`src/rtl/motion_bbox_zones_if.sv`:
```
// Pixel stream in, per-zone bounding-box results out.
// master = pixel source / result consumer, slave = motion_bbox_zones.
interface motion_bbox_zones_if #(
  parameter int NUM_ZONES = 4,
  parameter int CW        = 10,
  parameter int CNT_W     = 19
);
  logic                       vsync;
  logic                       href;
  logic                       pix_valid;
  logic                       pix_bin;
  logic                       frame_done;
  logic [NUM_ZONES-1:0]       zone_valid;
  logic [NUM_ZONES*CW-1:0]    x_min_o;
  logic [NUM_ZONES*CW-1:0]    x_max_o;
  logic [NUM_ZONES*CW-1:0]    y_min_o;
  logic [NUM_ZONES*CW-1:0]    y_max_o;
  logic [NUM_ZONES*CNT_W-1:0] pix_cnt_o;
  logic                       line_err;

  modport master (
    output vsync, href, pix_valid, pix_bin,
    input  frame_done, zone_valid, x_min_o, x_max_o, y_min_o, y_max_o, pix_cnt_o, line_err
  );

  modport slave (
    input  vsync, href, pix_valid, pix_bin,
    output frame_done, zone_valid, x_min_o, x_max_o, y_min_o, y_max_o, pix_cnt_o, line_err
  );
endinterface

```
`src/rtl/motion_bbox_zones.sv`:
```
// Per-zone motion bounding boxes over NUM_ZONES equal vertical strips.
// Optional feature: define BBOX_MARGIN_EN to grow each valid box by MARGIN
// pixels on every side at commit (clamped to the image).

// One strip's accumulator plus its commit view (masked / margined box).
module motion_bbox_zone_acc #(
  parameter int CW         = 10,
  parameter int CNT_W      = 19,
  parameter int MIN_PIXELS = 16
`ifdef BBOX_MARGIN_EN
  ,
  parameter int IMG_WIDTH  = 640,
  parameter int IMG_HEIGHT = 480,
  parameter int MARGIN     = 4
`endif
)(
  input  logic             clk,
  input  logic             rst,
  input  logic             clr,
  input  logic             upd,
  input  logic [CW-1:0]    x,
  input  logic [CW-1:0]    y,
  output logic             vld,
  output logic [CW-1:0]    xmin,
  output logic [CW-1:0]    xmax,
  output logic [CW-1:0]    ymin,
  output logic [CW-1:0]    ymax,
  output logic [CNT_W-1:0] cnt
);
  logic [CW-1:0]    a_xmin, a_xmax, a_ymin, a_ymax;
  logic [CNT_W-1:0] a_cnt;

  // min/max tracking and saturating foreground count; clear wins over update
  always_ff @(posedge clk or posedge rst) begin
    if (rst) begin
      a_xmin <= '1; a_xmax <= '0; a_ymin <= '1; a_ymax <= '0; a_cnt <= '0;
    end else if (clr) begin
      a_xmin <= '1; a_xmax <= '0; a_ymin <= '1; a_ymax <= '0; a_cnt <= '0;
    end else if (upd) begin
      if (x < a_xmin) a_xmin <= x;
      if (x > a_xmax) a_xmax <= x;
      if (y < a_ymin) a_ymin <= y;
      if (y > a_ymax) a_ymax <= y;
      if (a_cnt != '1) a_cnt <= a_cnt + 1'b1;
    end
  end

  assign vld = (a_cnt >= CNT_W'(MIN_PIXELS));
  assign cnt = a_cnt;

`ifdef BBOX_MARGIN_EN
  localparam logic [CW:0] MG = (CW+1)'(MARGIN);
  localparam logic [CW:0] XL = (CW+1)'(IMG_WIDTH-1);
  localparam logic [CW:0] YL = (CW+1)'(IMG_HEIGHT-1);

  function automatic logic [CW-1:0] grow_lo(input logic [CW-1:0] v);
    grow_lo = ({1'b0, v} >= MG) ? v - MG[CW-1:0] : '0;
  endfunction

  function automatic logic [CW-1:0] grow_hi(input logic [CW-1:0] v, input logic [CW:0] lim);
    grow_hi = (({1'b0, v} + MG) > lim) ? lim[CW-1:0] : v + MG[CW-1:0];
  endfunction

  // commit view: margined box for valid zones, zero otherwise
  always_comb begin
    xmin = '0; xmax = '0; ymin = '0; ymax = '0;
    if (vld) begin
      xmin = grow_lo(a_xmin);
      xmax = grow_hi(a_xmax, XL);
      ymin = grow_lo(a_ymin);
      ymax = grow_hi(a_ymax, YL);
    end
  end
`else
  // commit view: exact box for valid zones, zero otherwise
  always_comb begin
    xmin = '0; xmax = '0; ymin = '0; ymax = '0;
    if (vld) begin
      xmin = a_xmin; xmax = a_xmax; ymin = a_ymin; ymax = a_ymax;
    end
  end
`endif
endmodule

module motion_bbox_zones #(
  parameter int IMG_WIDTH  = 640,
  parameter int IMG_HEIGHT = 480,
  parameter int CW         = 10,
  parameter int NUM_ZONES  = 4,
  parameter int MIN_PIXELS = 16,
  parameter int CNT_W      = 19,
  parameter int MARGIN     = 4
)(
  input  logic               clk,
  input  logic               rst,
  motion_bbox_zones_if.slave bus
);
  localparam int ZONE_W = IMG_WIDTH / NUM_ZONES;
  localparam int ZIW    = (NUM_ZONES > 1) ? $clog2(NUM_ZONES) : 1;
  localparam logic [CW-1:0]  X_LAST   = CW'(IMG_WIDTH-1);
  localparam logic [CW-1:0]  Y_LAST   = CW'(IMG_HEIGHT-1);
  localparam logic [CW-1:0]  COL_LAST = CW'(ZONE_W-1);
  localparam logic [ZIW-1:0] Z_LAST   = ZIW'(NUM_ZONES-1);

  if ((IMG_WIDTH % NUM_ZONES) != 0 || NUM_ZONES < 1 || NUM_ZONES > 8 ||
      MARGIN < 0 || MARGIN >= IMG_WIDTH) begin : g_bad_cfg
    $error("motion_bbox_zones: bad parameter set");
  end

  typedef enum logic [1:0] {S_WAIT, S_FRAME, S_COMMIT} state_t;
  state_t state;

  logic           vs_d, rise_q, href_d;
  logic [CW-1:0]  x_cnt, y_cnt, col;
  logic [ZIW-1:0] zone;
  logic           x_full, line_any, line_err_r;

  logic acc, href_fall, acc_clr;
  assign acc       = bus.href & bus.pix_valid & ~bus.vsync;
  assign href_fall = href_d & ~bus.href;
  // partial first frame is dropped at the first boundary, as is every committed frame
  assign acc_clr   = (state == S_COMMIT) | ((state == S_WAIT) & rise_q);

  // sync edge detection, raster position, zone index and overrun flag
  always_ff @(posedge clk or posedge rst) begin
    if (rst) begin
      vs_d <= 1'b0; rise_q <= 1'b0; href_d <= 1'b0;
      x_cnt <= '0; y_cnt <= '0; col <= '0; zone <= '0;
      x_full <= 1'b0; line_any <= 1'b0; line_err_r <= 1'b0;
    end else begin
      vs_d   <= bus.vsync;
      rise_q <= bus.vsync & ~vs_d;
      href_d <= bus.href;
      if (acc) begin
        line_any <= 1'b1;
        if (x_cnt == X_LAST) begin
          // x parks on the last column; any strobe after it fills the line is an overrun
          if (x_full) line_err_r <= 1'b1;
          x_full <= 1'b1;
        end else begin
          x_cnt <= x_cnt + 1'b1;
          if (col == COL_LAST) begin
            col <= '0;
            if (zone != Z_LAST) zone <= zone + 1'b1;
          end else begin
            col <= col + 1'b1;
          end
        end
      end else if (href_fall) begin
        x_cnt <= '0; col <= '0; zone <= '0; x_full <= 1'b0; line_any <= 1'b0;
        if (line_any && y_cnt != Y_LAST) y_cnt <= y_cnt + 1'b1;
      end
      if (rise_q || state == S_COMMIT) y_cnt <= '0;
    end
  end

  logic [NUM_ZONES-1:0]            c_vld;
  logic [NUM_ZONES-1:0][CW-1:0]    c_xmin, c_xmax, c_ymin, c_ymax;
  logic [NUM_ZONES-1:0][CNT_W-1:0] c_cnt;

  for (genvar z = 0; z < NUM_ZONES; z++) begin : g_zone
    motion_bbox_zone_acc #(
      .CW(CW), .CNT_W(CNT_W), .MIN_PIXELS(MIN_PIXELS)
`ifdef BBOX_MARGIN_EN
      , .IMG_WIDTH(IMG_WIDTH), .IMG_HEIGHT(IMG_HEIGHT), .MARGIN(MARGIN)
`endif
    ) u_acc (
      .clk  (clk),
      .rst  (rst),
      .clr  (acc_clr),
      .upd  (acc & bus.pix_bin & (zone == ZIW'(z))),
      .x    (x_cnt),
      .y    (y_cnt),
      .vld  (c_vld[z]),
      .xmin (c_xmin[z]),
      .xmax (c_xmax[z]),
      .ymin (c_ymin[z]),
      .ymax (c_ymax[z]),
      .cnt  (c_cnt[z])
    );
  end

  logic                            fd_r;
  logic [NUM_ZONES-1:0]            zv_r;
  logic [NUM_ZONES-1:0][CW-1:0]    xmin_r, xmax_r, ymin_r, ymax_r;
  logic [NUM_ZONES-1:0][CNT_W-1:0] cnt_r;

  // frame FSM; results are latched only in S_COMMIT and held until the next one
  always_ff @(posedge clk or posedge rst) begin
    if (rst) begin
      state <= S_WAIT; fd_r <= 1'b0; zv_r <= '0;
      xmin_r <= '0; xmax_r <= '0; ymin_r <= '0; ymax_r <= '0; cnt_r <= '0;
    end else begin
      fd_r <= 1'b0;
      case (state)
        S_WAIT:  if (rise_q) state <= S_FRAME;
        S_FRAME: if (rise_q) state <= S_COMMIT;
        S_COMMIT: begin
          fd_r   <= 1'b1;
          zv_r   <= c_vld;
          xmin_r <= c_xmin; xmax_r <= c_xmax;
          ymin_r <= c_ymin; ymax_r <= c_ymax;
          cnt_r  <= c_cnt;
          state  <= S_FRAME;
        end
        default: state <= S_WAIT;
      endcase
    end
  end

  assign bus.frame_done = fd_r;
  assign bus.zone_valid = zv_r;
  assign bus.x_min_o    = xmin_r;
  assign bus.x_max_o    = xmax_r;
  assign bus.y_min_o    = ymin_r;
  assign bus.y_max_o    = ymax_r;
  assign bus.pix_cnt_o  = cnt_r;
  assign bus.line_err   = line_err_r;
endmodule

```
`src/flat_wrapper.sv`:
```
// flat-port wrapper written by rule: the top's interface ports become plain ports
module motion_bbox_zones_flat 
#(
  parameter int IMG_WIDTH  = 640,
  parameter int IMG_HEIGHT = 480,
  parameter int CW         = 10,
  parameter int NUM_ZONES  = 4,
  parameter int MIN_PIXELS = 16,
  parameter int CNT_W      = 19,
  parameter int MARGIN     = 4
)
  (clk, rst, bus_vsync, bus_href, bus_pix_valid, bus_pix_bin, bus_frame_done, bus_zone_valid, bus_x_min_o, bus_x_max_o, bus_y_min_o, bus_y_max_o, bus_pix_cnt_o, bus_line_err);
  motion_bbox_zones_if #(.NUM_ZONES(NUM_ZONES), .CW(CW), .CNT_W(CNT_W)) bus_i ();
  input  logic clk;
  input  logic rst;
  input wire logic [$bits(bus_i.vsync)-1:0] bus_vsync;
  input wire logic [$bits(bus_i.href)-1:0] bus_href;
  input wire logic [$bits(bus_i.pix_valid)-1:0] bus_pix_valid;
  input wire logic [$bits(bus_i.pix_bin)-1:0] bus_pix_bin;
  output wire logic [$bits(bus_i.frame_done)-1:0] bus_frame_done;
  output wire logic [$bits(bus_i.zone_valid)-1:0] bus_zone_valid;
  output wire logic [$bits(bus_i.x_min_o)-1:0] bus_x_min_o;
  output wire logic [$bits(bus_i.x_max_o)-1:0] bus_x_max_o;
  output wire logic [$bits(bus_i.y_min_o)-1:0] bus_y_min_o;
  output wire logic [$bits(bus_i.y_max_o)-1:0] bus_y_max_o;
  output wire logic [$bits(bus_i.pix_cnt_o)-1:0] bus_pix_cnt_o;
  output wire logic [$bits(bus_i.line_err)-1:0] bus_line_err;
  assign bus_i.vsync = bus_vsync;
  assign bus_i.href = bus_href;
  assign bus_i.pix_valid = bus_pix_valid;
  assign bus_i.pix_bin = bus_pix_bin;
  assign bus_frame_done = bus_i.frame_done;
  assign bus_zone_valid = bus_i.zone_valid;
  assign bus_x_min_o = bus_i.x_min_o;
  assign bus_x_max_o = bus_i.x_max_o;
  assign bus_y_min_o = bus_i.y_min_o;
  assign bus_y_max_o = bus_i.y_max_o;
  assign bus_pix_cnt_o = bus_i.pix_cnt_o;
  assign bus_line_err = bus_i.line_err;
  motion_bbox_zones #(.IMG_WIDTH(IMG_WIDTH), .IMG_HEIGHT(IMG_HEIGHT), .CW(CW), .NUM_ZONES(NUM_ZONES), .MIN_PIXELS(MIN_PIXELS), .CNT_W(CNT_W), .MARGIN(MARGIN)) u_core (.clk(clk), .rst(rst), .bus(bus_i));
endmodule
```
`config.mk`:
```
export PLATFORM = sky130hd
export DESIGN_NAME = motion_bbox_zones_flat
export DESIGN_NICKNAME = d
export VERILOG_FILES = /design/src/rtl/motion_bbox_zones_if.sv /design/src/rtl/motion_bbox_zones.sv /design/src/flat_wrapper.sv
export SDC_FILE = /design/constraint.sdc
export NUM_CORES = 1
export LEC_CHECK = 0
export BUFFER_PORTS_ARGS = -buffer_cell sky130_fd_sc_hd__buf_2
export CORE_MARGIN = 2
export CORE_UTILIZATION = 45
export CTS_CLUSTER_DIAMETER = 80
export DETAILED_ROUTE_END_ITERATION = 16
export GPL_TIMING_DRIVEN = 0
export SYNTH_ARGS = -nofsm -noshare
export SYNTH_HDL_FRONTEND = slang
export SYNTH_SLANG_ARGS = --single-unit
```
`constraint.sdc`:
```
create_clock -name clk -period 25.3 [get_ports clk]
set_clock_uncertainty 0.05 [all_clocks]
set_input_delay 3.795 -clock clk [delete_from_list [all_inputs] [get_ports clk]]
set_output_delay 3.795 -clock clk [all_outputs]
set_load 0.1 [all_outputs]
```
Yosys cells after proc, flatten, opt, wreduce, memory -nomap -nowiden
Cells that the tools add are included.
- bits in registers: 517
- latch bits: 0
- RAM bits: 0
- memory bits (read-only): 0
- bits of input ports: 6
- output and inout bits: 242
- logic and storage cells: 271
- memories kept: 0
- $add $sub $neg: 8
- $mul: 0
- divide/modulo/power cells: 0
- magnitude comparators: 20
- equality and inequality tests: 20
- shifts and indexed selects: 0
- multiplexer cells: 99
- bitwise operators: 14
- reductions and logical operators: 57
- operators with widths (cell ; count):
    10-bit two-way mux ; 74
    19-bit two-way mux ; 12
    10-bit greater-than comparator ; 8
    10-bit < comparator ; 8
    19-bit by 1-bit adder with 19-bit output, second input constant ; 4
    19-bit by 5-bit >= comparator with 1-bit output, second input constant ; 4
    19-bit != test, second input constant ; 4
    2-bit nonzero test ; 27
    2-bit AND reduction ; 23
    10-bit by 1-bit adder with 10-bit output, second input constant ; 3
    2-bit two-way mux ; 7
    2-bit != test, second input constant ; 6
    1-bit AND ; 10
    10-bit == test, second input constant ; 1
    10-bit by 8-bit == test with 1-bit output, second input constant ; 1
    10-bit by 9-bit != test with 1-bit output, second input constant ; 1
    2-bit == test, second input constant ; 3
    2-bit one-hot mux with 3 select lines ; 1
    3-bit AND reduction ; 2
    1-bit two-way mux ; 5
    2-bit by 1-bit == test with 1-bit output, second input constant ; 2
    2-bit zero test ; 2
    2-bit by 1-bit != test with 1-bit output, second input constant ; 2
    4-bit AND reduction ; 1
    5 further kinds ; 7

Longest topological paths before layout
- depth in word-level cells: 6
- gate-level depth with buffers: 9
- depth with buffers taken out: 7

Hierarchy
Synthesis repeated with hierarchy kept, for this count alone.
- cell total of the unflattened synthesis: 2575
- area, all modules: 27787.9 µm²
- modules (own cells, without submodules) (module ; instances ; cells an instance ; area an instance (µm²) ; sequential area each (µm²)):
    motion_bbox_zone_acc ; 4 ; 463 ; 4197.8 ; 1501.4
    motion_bbox_zones ; 1 ; 723 ; 10996.8 ; 7031.7

Least setup slack after synthesis
No wires, ideal clock.
- path kind: input to register
- from: input bus_vsync
- to: register u_core.g_zone[0].u_acc.a_ymin[0]
- setup time: 0.075 ns
- data arrival time: 5.281 ns
- required time: 25.175 ns
- path slack: 19.894 ns
- cell stages on the path: 7
- buffers on the path: 2
- path through: and4b_1 -> buf_2 -> nand2_2 -> a2111oi_4 -> o21a_1 -> buf_4 -> mux2i_1
- word-level cells in the longest chain between the ends: 6
- RTL lines (what ; line ; RTL):
    start, declared ; flat_wrapper.sv:16 ; input wire logic [$bits(bus_i.vsync)-1:0] bus_vsync;
    1-bit NOT ; motion_bbox_zones.sv:119 ; assign acc = bus.href & bus.pix_valid & ~bus.vsync;
    1-bit AND ; motion_bbox_zones.sv:119 ;
    1-bit AND (2 in series) ; motion_bbox_zones.sv:171 ; .upd (acc & bus.pix_bin & (zone == ZIW'(z))),
    2-bit nonzero test (no source line) ; - ;
    2-bit AND reduction (no source line) ; - ;
    end signal, assigned ; motion_bbox_zones.sv:42 ; if (y < a_ymin) a_ymin <= y;
    end, declared ; motion_bbox_zones.sv:30 ; logic [CW-1:0] a_xmin, a_xmax, a_ymin, a_ymax;
No other way between the ends.
A chain may end at the register's enable or synchronous reset.

Worst setup path in the final report
- from: input bus_vsync
- to: register u_core.g_zone[2].u_acc.a_xmin[9]
- word-level cells in the longest chain between the ends: 6
- RTL lines (what ; line ; RTL):
    1-bit NOT ; motion_bbox_zones.sv:119 ;
    1-bit AND ; motion_bbox_zones.sv:119 ;
    1-bit AND (2 in series) ; motion_bbox_zones.sv:171 ;
    2-bit nonzero test (no source line) ; - ;
    2-bit AND reduction (no source line) ; - ;
    end signal, assigned ; motion_bbox_zones.sv:36 ; a_xmin <= '1; a_xmax <= '0; a_ymin <= '1; a_ymax <= '0; a_cnt <= '0;
    end signal, assigned ; motion_bbox_zones.sv:38 ; a_xmin <= '1; a_xmax <= '0; a_ymin <= '1; a_ymax <= '0; a_cnt <= '0;
    end signal, assigned ; motion_bbox_zones.sv:40 ; if (x < a_xmin) a_xmin <= x;
    end, declared ; motion_bbox_zones.sv:30 ;
No other way between the ends.

==> results.md <==
- status: complete, no violations
- final hold slack: 350 ps
- power per cell area: 83.9 nW/um^2
- slowest cell on the critical path: sky130_fd_sc_hd__a2111oi_2
- share of cells above drive strength 1: 0.167
- DR iter-0 viols: 1,695
- Final GP Congestion: 0.911
- initial standard-cell utilization of the core: 0.455
- top achievable clock speed: 175 MHz
- Global Route Usage Sum: 0.275
- Port-buffer cells: 247
- Post-Synthesis Cells: 2,517
- Worst Hold Class: flop to flop
- number of global-route vias before repair: 21.1k
- level count of the clock H-tree: 2
- Slew headroom: 0.241
- data arrival time of the critical path: 6210 ps
- top library cells by usage in the layout, fill and taps aside: sky130_fd_sc_hd__dfrtp_1 (437), sky130_fd_sc_hd__nand2_1 (366), sky130_fd_sc_hd__buf_2 (263), sky130_fd_sc_hd__inv_1 (180), sky130_fd_sc_hd__ha_1 (167)
- overflow left after global routing: 0
- post-cts repair resize count: 0
- total count of max-transition violations in the final report: 0
- Req. time, crit path: 25,790 ps
- # nets final: 3,001
- Synth Area per Inst: 10.2 sq um
- mean number of vias per cell: 5.88
- Clk Latency, worst-skew pair: 620 ps
- RSZ-0062 raised after global routing: no
- count of fill cells added during filler insertion: 5,153
- hpwl dp: 58.8 mm
- maximum root-to-sink buffer count: 3
- width of the die: 243 um
- maximum number of pins on one net before global-route repair: 132
- initial antenna violation count: 3
- Max VDD drop: 0.0778 mV
- count of flip-flops with a built-in enable after synthesis: 0
- clock tree from TritonCTS: done
- CTS buffer count: 56
- shortest period the worst path allows: 5720 ps
- mapped cell area: 25,700 sq um
- share of synthesized area occupied by flip-flops and latches: 0.508
- number of hold violations in the final report: 0
- number of iterations in the first detailed-routing pass: 7
- post-cts hold buffer count: 0
- die area: 59,000 sq um
- Least-Margin Pin Slew: 1140 ps
- # IOs: 248
- post-synthesis sequential element count: 517
- top cell type's share of synthesized area: 0.426
- Static Leak: 15.3 nW
- overall die height: 243 um
- routed length per instance: 22.4 um
- share of synthesized flip-flops with an asynchronous set or reset: 1.00
- number of warnings issued by yosys: 0
- area of the placeable core: 56,400 sq um
- net count after synthesis: 2,690
- cell count after placement: 3,526
- most common library cell in the layout ignoring fill and taps: sky130_fd_sc_hd__dfrtp_1
- Post-route DRC: 0
- Setup TNS: 0 ps
- cell types occupying the most area after synthesis: sky130_fd_sc_hd__dfrtp_1 (43%), sky130_fd_sc_hd__dfstp_2 (8.2%), sky130_fd_sc_hd__ha_1 (8.1%), sky130_fd_sc_hd__a22o_1 (5.5%), sky130_fd_sc_hd__nand2_1 (5.4%)
- wire length of the first global-routing pass: 126 mm
- clock-pin slew on the worst setup and hold paths: 60 ps
- post-detailed-route count of antenna-violating nets: 0
- Via Count: 21.3k
- ordered list of cells on the worst path: buf_2 > and4b_1 > buf_2 > nand2_1 > clkbuf_1 > a2111oi_2 > nand3_1 > nand3_1
- total wirelength of the detailed-routed design: 81.3 mm
- Max Fanout on Critical Path: 10
- CP Class: input port to flop
- predominant post-synthesis flop cell: sky130_fd_sc_hd__dfrtp_1
- sinks on the clock net: 517
- final core area utilization: 0.533
- Unique masters post-synth: 72
- top cell type by total area after synthesis: sky130_fd_sc_hd__dfrtp_1
- layout-stage area growth over the synthesis result: 17.1%
- Setup-failing EPs final: 0
- kind of start point of the critical path: input port
- Non-Filler Instances: 3,629
- clock root buffer: sky130_fd_sc_hd__clkbuf_16
- Critical Path End Type: flop
- share of the clock period used by the worst path: 0.226
- number of standard-cell rows in the floorplan: 87
- count of max-cap constraint violations: 0
- number of post-CTS setup repair buffers: 0
- largest incremental delay on the critical path: 860 ps
[metrics by stage]
step / total power [mW] / worst slack [ps] / area, sq um
CTS: 2.53 / 19620 / 30100
global route: 2.61 / 19440 / 30100
floorplan: 1.46 / 7150 / 25700
finish: 2.52 / 19580 / 30100
global placement: 1.61 / 1880 / 27800
detailed placement: 1.62 / 19020 / 28000
[report_power, final]
| group | leakage (nW) | internal, mW | switching (mW) |
|---|---|---|---|
| registers | 6.91 | 0.916 | 0.0637 |
| logic | 7.44 | 0.111 | 0.523 |
| clock network | 0.998 | 0.558 | 0.349 |
| total | 15.3 | 1.59 | 0.935 |
[worst paths after layout]
kind	startpoint	end	slack, ps	cells after the start
max	bus_vsync	u_core.g_zone[2].u_acc.a_xmin[9]	19580	8
min	u_core.vs_d	u_core.rise_q	350	1
max reg2reg	u_core.rise_q	u_core.g_zone[1].u_acc.a_ymax[2]	21970	6
min reg2reg	u_core.vs_d	u_core.rise_q	350	1
max in group asynchronous	rst	u_core.bus.x_min_o[25]	20430	4
min in group asynchronous	rst	u_core.bus.y_max_o[14]	3180	2
[cell type report]
class / instances / area (sq um) / area share
antenna: 1 / 2.50 / 0.0000833
buffer: 142 / 579 / 0.0193
clock buffer: 76 / 1620 / 0.0538
clock inverter: 26 / 423 / 0.0141
inverter: 181 / 687 / 0.0229
multi-input combinational: 1677 / 11400 / 0.379
sequential: 517 / 13000 / 0.434
tap: 756 / 946 / 0.0315
timing repair buffer: 253 / 1370 / 0.0457
[cell families after synthesis]
group	after synthesis	synth area share
adders and majority gates	167	0.0814
AOI/OAI and AO/OA	597	0.167
buffers and inverters	323	0.0490
and+or+nand+nor	794	0.150
muxes	91	0.0355
DFF	517	0.508
xor gates and xnor gates	28	0.00956
[flip-flops by register name, indices dropped and copies added (netlist names), 2 cells and up]
signal,flops
u_core.bus.pix_cnt_o,76
u_core.g_zone.u_acc.cnt,76
u_core.bus.x_max_o,40
u_core.bus.x_min_o,40
u_core.bus.y_max_o,40
u_core.bus.y_min_o,40
u_core.g_zone.u_acc.a_xmax,40
u_core.g_zone.u_acc.a_xmin,40
u_core.g_zone.u_acc.a_ymax,40
u_core.g_zone.u_acc.a_ymin,40
u_core.col,10
u_core.x_cnt,10
u_core.y_cnt,10
u_core.bus.zone_valid,4
u_core.state,2
u_core.zone,2
[worst max-delay path, delay by kind of cell]
| kind | cells | cell delay (ps) |
|---|---|---|
| AOI/OAI and AO/OA | 1 | 860 |
| buffers and inverters | 3 | 860 |
| and+or+nand+nor | 4 | 660 |
[cell usage after synthesis, types with 8 or more instances]
cell and instances:
sky130_fd_sc_hd__clkbuf_1 111, sky130_fd_sc_hd__o311ai_0 12, sky130_fd_sc_hd__mux2i_1 90, sky130_fd_sc_hd__nor2_1 79, sky130_fd_sc_hd__a21oi_1 87, sky130_fd_sc_hd__dfrtp_1 437
sky130_fd_sc_hd__nor4_1 18, sky130_fd_sc_hd__and4_1 22, sky130_fd_sc_hd__and3b_1 9, sky130_fd_sc_hd__buf_2 16, sky130_fd_sc_hd__dfstp_2 80, sky130_fd_sc_hd__nand2b_1 18
sky130_fd_sc_hd__a22o_1 161, sky130_fd_sc_hd__o31ai_1 15, sky130_fd_sc_hd__a211o_1 9, sky130_fd_sc_hd__a21o_1 31, sky130_fd_sc_hd__or3_1 22, sky130_fd_sc_hd__ha_1 167
sky130_fd_sc_hd__a211oi_1 19, sky130_fd_sc_hd__nand3_1 140, sky130_fd_sc_hd__nand2_1 366, sky130_fd_sc_hd__o41ai_1 8, sky130_fd_sc_hd__and3_1 11, sky130_fd_sc_hd__xnor2_1 21
sky130_fd_sc_hd__o211ai_1 45, sky130_fd_sc_hd__a31oi_1 20, sky130_fd_sc_hd__inv_1 181, sky130_fd_sc_hd__nor2b_1 10, sky130_fd_sc_hd__nor3_1 17, sky130_fd_sc_hd__nand4_1 35
sky130_fd_sc_hd__or4_1 17, sky130_fd_sc_hd__buf_1 9, sky130_fd_sc_hd__o21ai_0 141
[metal layers]
metal	up-vias	GRT usage	part of all wire	wire length (um)
met5	-	0	0.00016	13
met4	2	0.0933	0.035	2850
met3	144	0.0422	0.064	5240
met2	748	0.429	0.45	36700
met1	10757	0.391	0.45	36500
li1	9686	-	-	-
Power figures use the tool's default switching activity.
